===== config.mk =====
export PLATFORM = sky130hd
export DESIGN_NAME = input_buffer_fifo
export DESIGN_NICKNAME = d
export VERILOG_FILES = /design/src/rtl/input_buffer_fifo.sv
export SDC_FILE = /design/constraint.sdc
export NUM_CORES = 1
export LEC_CHECK = 0
export BUFFER_PORTS_ARGS = -buffer_cell sky130_fd_sc_hd__buf_2
export CORE_UTILIZATION = 62
export CTS_CLUSTER_SIZE = 30
export DETAILED_ROUTE_END_ITERATION = 16
export PLACE_DENSITY_LB_ADDON = 0.2
export SLEW_MARGIN = 20
export SYNTH_ARGS = -nofsm -noshare
export SYNTH_HDL_FRONTEND = slang
export SYNTH_SLANG_ARGS = --single-unit

===== constraint.sdc =====
create_clock -name clk_in -period 15.6 [get_ports clk_in]
set_input_delay 0.78 -clock clk_in [delete_from_list [all_inputs] [get_ports clk_in]]
set_output_delay 0.78 -clock clk_in [all_outputs]
set_load 0.005 [all_outputs]

===== src/rtl/input_buffer_fifo.sv =====
// input_buffer_fifo: first-word-fall-through buffer between the trace source
// and the filter/reduce pipeline. The trace source cannot be stalled, so a
// vector arriving while the FIFO is full is dropped and counted; any eof it
// carried is folded into the next stored vector so frame boundaries survive
// (adjacent frames merge instead).
//
// Handshake: downstream side is strict valid/ready. valid_out means the head
// entry is presented on vector_out/eof_out; the entry is consumed on a rising
// edge where valid_out && ready_in. While valid_out && !ready_in the head holds
// steady. ready_in while empty does nothing. The upstream side has valid only:
// valid_in marks a vector every cycle it is high and eof_in is ignored without it.
module input_buffer_fifo #(
  parameter int N          = 8,
  parameter int DATA_WIDTH = 32,
  parameter int IB_DEPTH   = 4,
  localparam int CW        = $clog2(IB_DEPTH + 1)
) (
  input  logic                           clk_in,
  input  logic                           rst_n_in,
  input  logic                           valid_in,
  input  logic                           eof_in,
  input  logic [N-1:0][DATA_WIDTH-1:0]   vector_in,
  input  logic                           ready_in,
  output logic                           valid_out,
  output logic                           eof_out,
  output logic [N-1:0][DATA_WIDTH-1:0]   vector_out,
  output logic [CW-1:0]                  occupancy_out,
  output logic                           full_out,
  output logic                           overflow_out,
  output logic [15:0]                    drop_count_out
);

  localparam int PW = (IB_DEPTH > 1) ? $clog2(IB_DEPTH) : 1;
  localparam logic [PW-1:0] LAST_PTR = PW'(IB_DEPTH - 1);
  localparam logic [CW-1:0] FULL_CNT = CW'(IB_DEPTH);

  logic [N-1:0][DATA_WIDTH-1:0] mem_vec [IB_DEPTH];
  logic [IB_DEPTH-1:0]          mem_eof;

  logic [PW-1:0] wr_ptr;
  logic [PW-1:0] rd_ptr;
  logic [CW-1:0] cnt;
  logic          eof_pending;
  logic          overflow;
  logic [15:0]   drop_count;

  logic rd_ev;
  logic wr_ev;
  logic drop_ev;

  // A full FIFO still accepts a write in a cycle where its head is consumed.
  assign rd_ev   = (cnt != '0) && ready_in;
  assign wr_ev   = valid_in && ((cnt < FULL_CNT) || rd_ev);
  assign drop_ev = valid_in && !wr_ev;

  // Storage array: no reset needed, every read is gated by cnt.
  always_ff @(posedge clk_in) begin
    if (wr_ev) begin
      mem_vec[wr_ptr] <= vector_in;
      mem_eof[wr_ptr] <= eof_in | eof_pending;
    end
  end

  // Pointers, occupancy, and the drop/overflow bookkeeping.
  always_ff @(posedge clk_in or negedge rst_n_in) begin
    if (!rst_n_in) begin
      wr_ptr      <= '0;
      rd_ptr      <= '0;
      cnt         <= '0;
      eof_pending <= 1'b0;
      overflow    <= 1'b0;
      drop_count  <= '0;
    end else begin
      if (wr_ev) begin
        wr_ptr <= (wr_ptr == LAST_PTR) ? '0 : wr_ptr + 1'b1;
      end
      if (rd_ev) begin
        rd_ptr <= (rd_ptr == LAST_PTR) ? '0 : rd_ptr + 1'b1;
      end
      case ({wr_ev, rd_ev})
        2'b10:   cnt <= cnt + 1'b1;
        2'b01:   cnt <= cnt - 1'b1;
        default: cnt <= cnt;
      endcase
      // Write and drop are mutually exclusive, so set and clear never collide.
      if (wr_ev) begin
        eof_pending <= 1'b0;
      end else if (drop_ev && eof_in) begin
        eof_pending <= 1'b1;
      end
      if (drop_ev) begin
        overflow <= 1'b1;
        if (drop_count != 16'hFFFF) begin
          drop_count <= drop_count + 16'd1;
        end
      end
    end
  end

  // Head presentation, forced to zero while empty.
  always_comb begin
    valid_out  = (cnt != '0);
    eof_out    = 1'b0;
    vector_out = '0;
    if (valid_out) begin
      eof_out    = mem_eof[rd_ptr];
      vector_out = mem_vec[rd_ptr];
    end
  end

  assign occupancy_out  = cnt;
  assign full_out       = (cnt == FULL_CNT);
  assign overflow_out   = overflow;
  assign drop_count_out = drop_count;

endmodule

; ---- Word-level counts from Yosys, hierarchy flattened
; Memories as Yosys holds them, arrays and structs flattened.
; Cells that the tools add are included.
[classes]
addsub = 5
multipliers = 0
div_mod_pow = 0
n_lt_le_gt_ge = 4
n_eq_ne = 6
shifts = 0
n_mux = 14
bitwise = 1
n_reduce_logical = 11
[op_table]
columns = operator, n
row1 = 256-bit 2-to-1 mux, 1
row2 = 16-bit by 1-bit adder with 16-bit output (second input constant), 1
row3 = 16-bit != test (second input constant), 1
row4 = 1-bit 2-to-1 mux, 7
row5 = 2-bit == test (second input constant), 3
row6 = 2-bit by 3-bit less-than comparator with 1-bit output (second input constant), 2
row7 = 3-bit case mux with 2 select lines, 1
row8 = 1-bit logical AND, 5
row9 = 2-bit by 1-bit adder with 2-bit output (second input constant), 2
row10 = 4-bit bitwise mux, 1
row11 = 2-bit 2-to-1 mux, 2
row12 = 2-bit nonzero test, 2
row13 = 3-bit by 1-bit adder with 3-bit output (second input constant), 1
row14 = 3-bit == test (second input constant), 1
row15 = 3-bit less-than comparator (second input constant), 1
row16 = 3-bit nonzero test, 1
row17 = 3-bit by 1-bit subtractor with 3-bit output (second input constant), 1
row18 = 1-bit binary-select mux with 2-bit select, 1
row19 = 1-bit demux with 2-bit select, 1
row20 = 2-bit by 1-bit == test with 1-bit output (second input constant), 1
row21 = 2-bit by 1-bit >= comparator with 1-bit output (second input constant), 1
row22 = 2-bit AND reduction, 1
row23 = 1-bit zero test, 1
row24 = 1-bit logical OR, 1
row25 = 1-bit OR, 1
[totals]
ff_bits = 29
latchBits = 0
ram_bits = 1024
rom_bits = 0
n_memories = 1
[memory_table]
columns = memory, depth, width, read_ports, rd_clocked_by_memory_dff, write_ports, line_no
row1 = mem_vec, 4, 256, 1, 0, 1, 37  ; logic [N-1:0][DATA_WIDTH-1:0] mem_vec [IB_DEPTH];

; ---- Logic depth before layout (Yosys ltp)
[logic_depth]
word_depth = 9
depth_mapped = 10
ltp_nobuf = 9

; ---- Worst setup path after synthesis
; OpenSTA, ideal clock, no wires.
[synth_path]
kind = input -> register
from = in ready_in
to = reg mem_eof[1], enable pin
arrival_time_ns = 6.804
t_required_ns = 14.947
slack_ns = 8.143
path_stages = 2
path_cell_list = or2b_1 > and3_1
[synth_via]
elab_chain_len = 3
[synth_lines]
columns = element, line_no
row1 = from (decl), 23  ; input logic ready_in,
row2 = 1-bit logical AND, 52  ; assign rd_ev = (cnt != '0) && ready_in;
row3 = 1-bit logical OR, 53  ; assign wr_ev = valid_in && ((cnt < FULL_CNT) || rd_ev);
row4 = 1-bit logical AND, 53
row5 = "to (signal, indexed assignment)", 60  ; mem_eof[wr_ptr] <= eof_in | eof_pending;
row6 = to (decl), 38  ; logic [IB_DEPTH-1:0] mem_eof;
; No other way between the ends.
; A chain may end at the register's enable or synchronous reset.

==> results_dict.tcl <==
set metrics [dict create \
    path_clk_slew_ns 0.06 \
    coreArea_um2 63310 \
    numPortBuffers 539 \
    fin_area_um2 46950 \
    post-route-period-util_pct 37.03 \
    grt_remaining_overflow 0 \
    drc 0 \
    crit_chain "buf_4, buf_16, buf_4, buf_4, mux4_2, and2_1, buf_2" \
    ioPinCount 540 \
    fillers 3560 \
    p_clk_share_pct 27.0 \
    die_x_um 255.8 \
    cts_buffer_depth 3 \
    drtPass1Iterations 7 \
    place_worst_setup_slack_ns 10.02 \
    r2r_cells 4 \
    synthCells 1746 \
    drive_above_1_share_pct 40.69 \
    max_stage_delay_ns 0.90 \
    grt_use_total_pct 26.62 \
    cpMaxStageDelayCell "buf_4" \
    rows 92 \
    worstPathArrival_ns 5.00 \
    synth_area_leaders "edfxtp_1 (77%), mux4_2 (14%), and2_1 (4.0%)" \
    switchingPower_mw 2.558 \
    antenna_found_initial 52 \
    hold_viol_final 0 \
    combinationalPowerShare_pct 30.5 \
    crit_required_ns 14.82 \
    maxCapViolations 0 \
    wl_per_cell_um 26.14 \
    worst_pin_slew_ns 1.084 \
    final_common_cell "edfxtp_1" \
    synthDistinctLibCells 36 \
    synth_edf_count 1028 \
    clock-root-buffer "clkbuf_16" \
    ys_seq_elements 1053 \
    hold_buffers 0 \
    crit_path_end_kind "output pin" \
    synth_fp_nets 2015 \
    fin_nets 2594 \
    final_cell_mix "edfxtp_1 (1028), buf_2 (539), and2_1 (258)" \
    cp-start-kind "flip-flop" \
    power_density_nw_per_um2 188.9 \
    avgSynthCellArea_um2 22.87 \
    syn_to_final_growth_pct 17.55 \
    synth_top_area_share_pct 77.29 \
    grt_pass1_wl_um 128000 \
    netlist_area_um2 39940 \
    postRouteWirelength_um 85960 \
    ir_drop_v 0.0001554 \
    start_util_pct 63.08 \
    cts_tree "done" \
    path_max_fanout 50 \
    cts_max_level 3 \
    crit_top_cell "buf_4" \
    placed_cell_area_um2 43560 \
    setup_tns_ns 0 \
    fmax_ghz 0.1731 \
    yosysWarnings 0 \
    swShare_pct 28.85 \
    clkLatencyLatePin_ns 0.64 \
    outcome "finished clean" \
    clkSinkCount 1053 \
    die_area_um2 65440 \
    multi_input_area_um2 8073 \
    setup_viol 0 \
    leakagePower_nw 16.22 \
    gp_congestion 0.8397 \
    synth-main-ff-cell "edfxtp_1" \
    min_path_type "input pin to async pin" \
    post-synth-top-area-cell "edfxtp_1" \
    grt_pass1_vias 20590 \
    setup_ws_ns 9.824 \
    viasPerCell 5.951 \
    crit_type "flip-flop to output pin" \
    dieHeight_um 255.8 \
    fin_skew_ns 0.01391 \
    slew_headroom_pct 27.75 \
    dpl.hpwl_um 52850 \
    p_int_mw 6.308 \
    seqCellArea_um2 31500 \
    min_period_ns 5.776 \
    route.vias.total 19570 \
    cts_setup_buffers 0 \
    drtIter0Drc 1396 \
    cts_made_buffers 101 \
    ys_seq_area_share_pct 78.86 \
    ant_nets 0 \
    drv_slew 0 \
    grt_start_max_net_pins 152 \
    rsz0062_at_grt "no" \
    p_seq_share_pct 42.4 \
    async_reset_ff_share_pct 2.374 \
    cts_resized 0 \
]
==> layer usage <==
metal  part of all wire [%]  track usage [%]
met3                    7.2            6.912
met4                    4.6            14.24
met2                     51            43.44
met5                   0.32                0
met1                     37            33.08
==> critical path: cells and delay by family, from the launching register on <==
kind          cells  cell delay [ns]
buf+inv           5             2.59
simple gates      1             0.20
flops             1             0.79
mux               1             0.61
==> registers in the layout, indices dropped and copies added, names as in the netlist <==
name	count
rd_ptr	2
occupancy_out	3
drop_count_out	16
mem_eof	4
wr_ptr	2
eof_pending	1
mem_vec	1024
overflow_out	1
==> final timing paths <==
kind,slack (ns),end,from
max reg2reg,11.99,mem_vec[3][208],occupancy_out[2]
max,9.82,vector_out[134],rd_ptr[0]
min reg2reg,0.50,eof_pending,eof_pending
max in group asynchronous,15.05,rd_ptr[0],rst_n_in
min,0.12,drop_count_out[13],rst_n_in
min in group clk_in,0.33,mem_vec[2][100],vector_in[100]
==> cell usage after synthesis, types with 3 or more instances <==
| cell | n |
|---|---|
| and2_1 | 258 |
| and3_1 | 5 |
| buf_1 | 10 |
| buf_2 | 29 |
| clkbuf_1 | 47 |
| dfrtp_1 | 25 |
| edfxtp_1 | 1028 |
| ha_1 | 7 |
| inv_1 | 8 |
| mux4_2 | 257 |
| nand2_1 | 6 |
| nand3_1 | 5 |
| nand4_1 | 3 |
| nor2_1 | 5 |
| nor3_1 | 4 |
| nor4_1 | 4 |
| o21ai_0 | 4 |
| or3_1 | 3 |
| xor2_1 | 15 |
==> layout make-up <==
cell class,count,area share (%)
clock inverter,64,1.365
multi-input combinational,598,17.20
tap,846,2.255
antenna,31,0.1652
timing repair buffer,563,6.234
clock buffer,125,5.621
sequential,1053,67.10
inverter,8,0.06396
==> power by group through the flow <==
| stage | registers (mW) | logic (mW) | clock network (mW) |
|---|---|---|---|
| final | 3.76 | 2.71 | 2.40 |
| after global routing | 3.80 | 2.89 | 2.54 |
| after CTS | 3.77 | 2.74 | 2.44 |
| after detailed placement | 3.82 | 2.72 | 0 |
| after global placement | 3.79 | 2.70 | 0 |
| after floorplan | 3.86 | 1.66 | 0 |
==> through the flow <==
stage	std cells	power, mW	util, %	hold slack [ns]
floorplan	1746	5.519	-	0.4551
global placement	3067	6.483	68.80	0.4540
detailed placement	3067	6.538	68.80	0.4835
CTS	3256	8.946	73.98	0.09843
global route	3283	9.227	74.13	0.1415
finish	3288	8.866	74.15	0.1179
==> cell families (layout without fill, tap and decap cells) <==
family | Yosys count | in the layout | synth area share (%)
other | 0 | 31 | 0
AOI/OAI and AO/OA | 8 | 8 | 0.1128
buffers and inverters | 95 | 760 | 0.9931
adders and majority gates | 8 | 8 | 0.2694
muxes | 260 | 260 | 14.57
DFF | 1053 | 1053 | 78.86
and+or+nand+nor | 305 | 305 | 4.821
xor gates and xnor gates | 17 | 17 | 0.3728
Note: power is estimated with default switching activity, not from simulation.
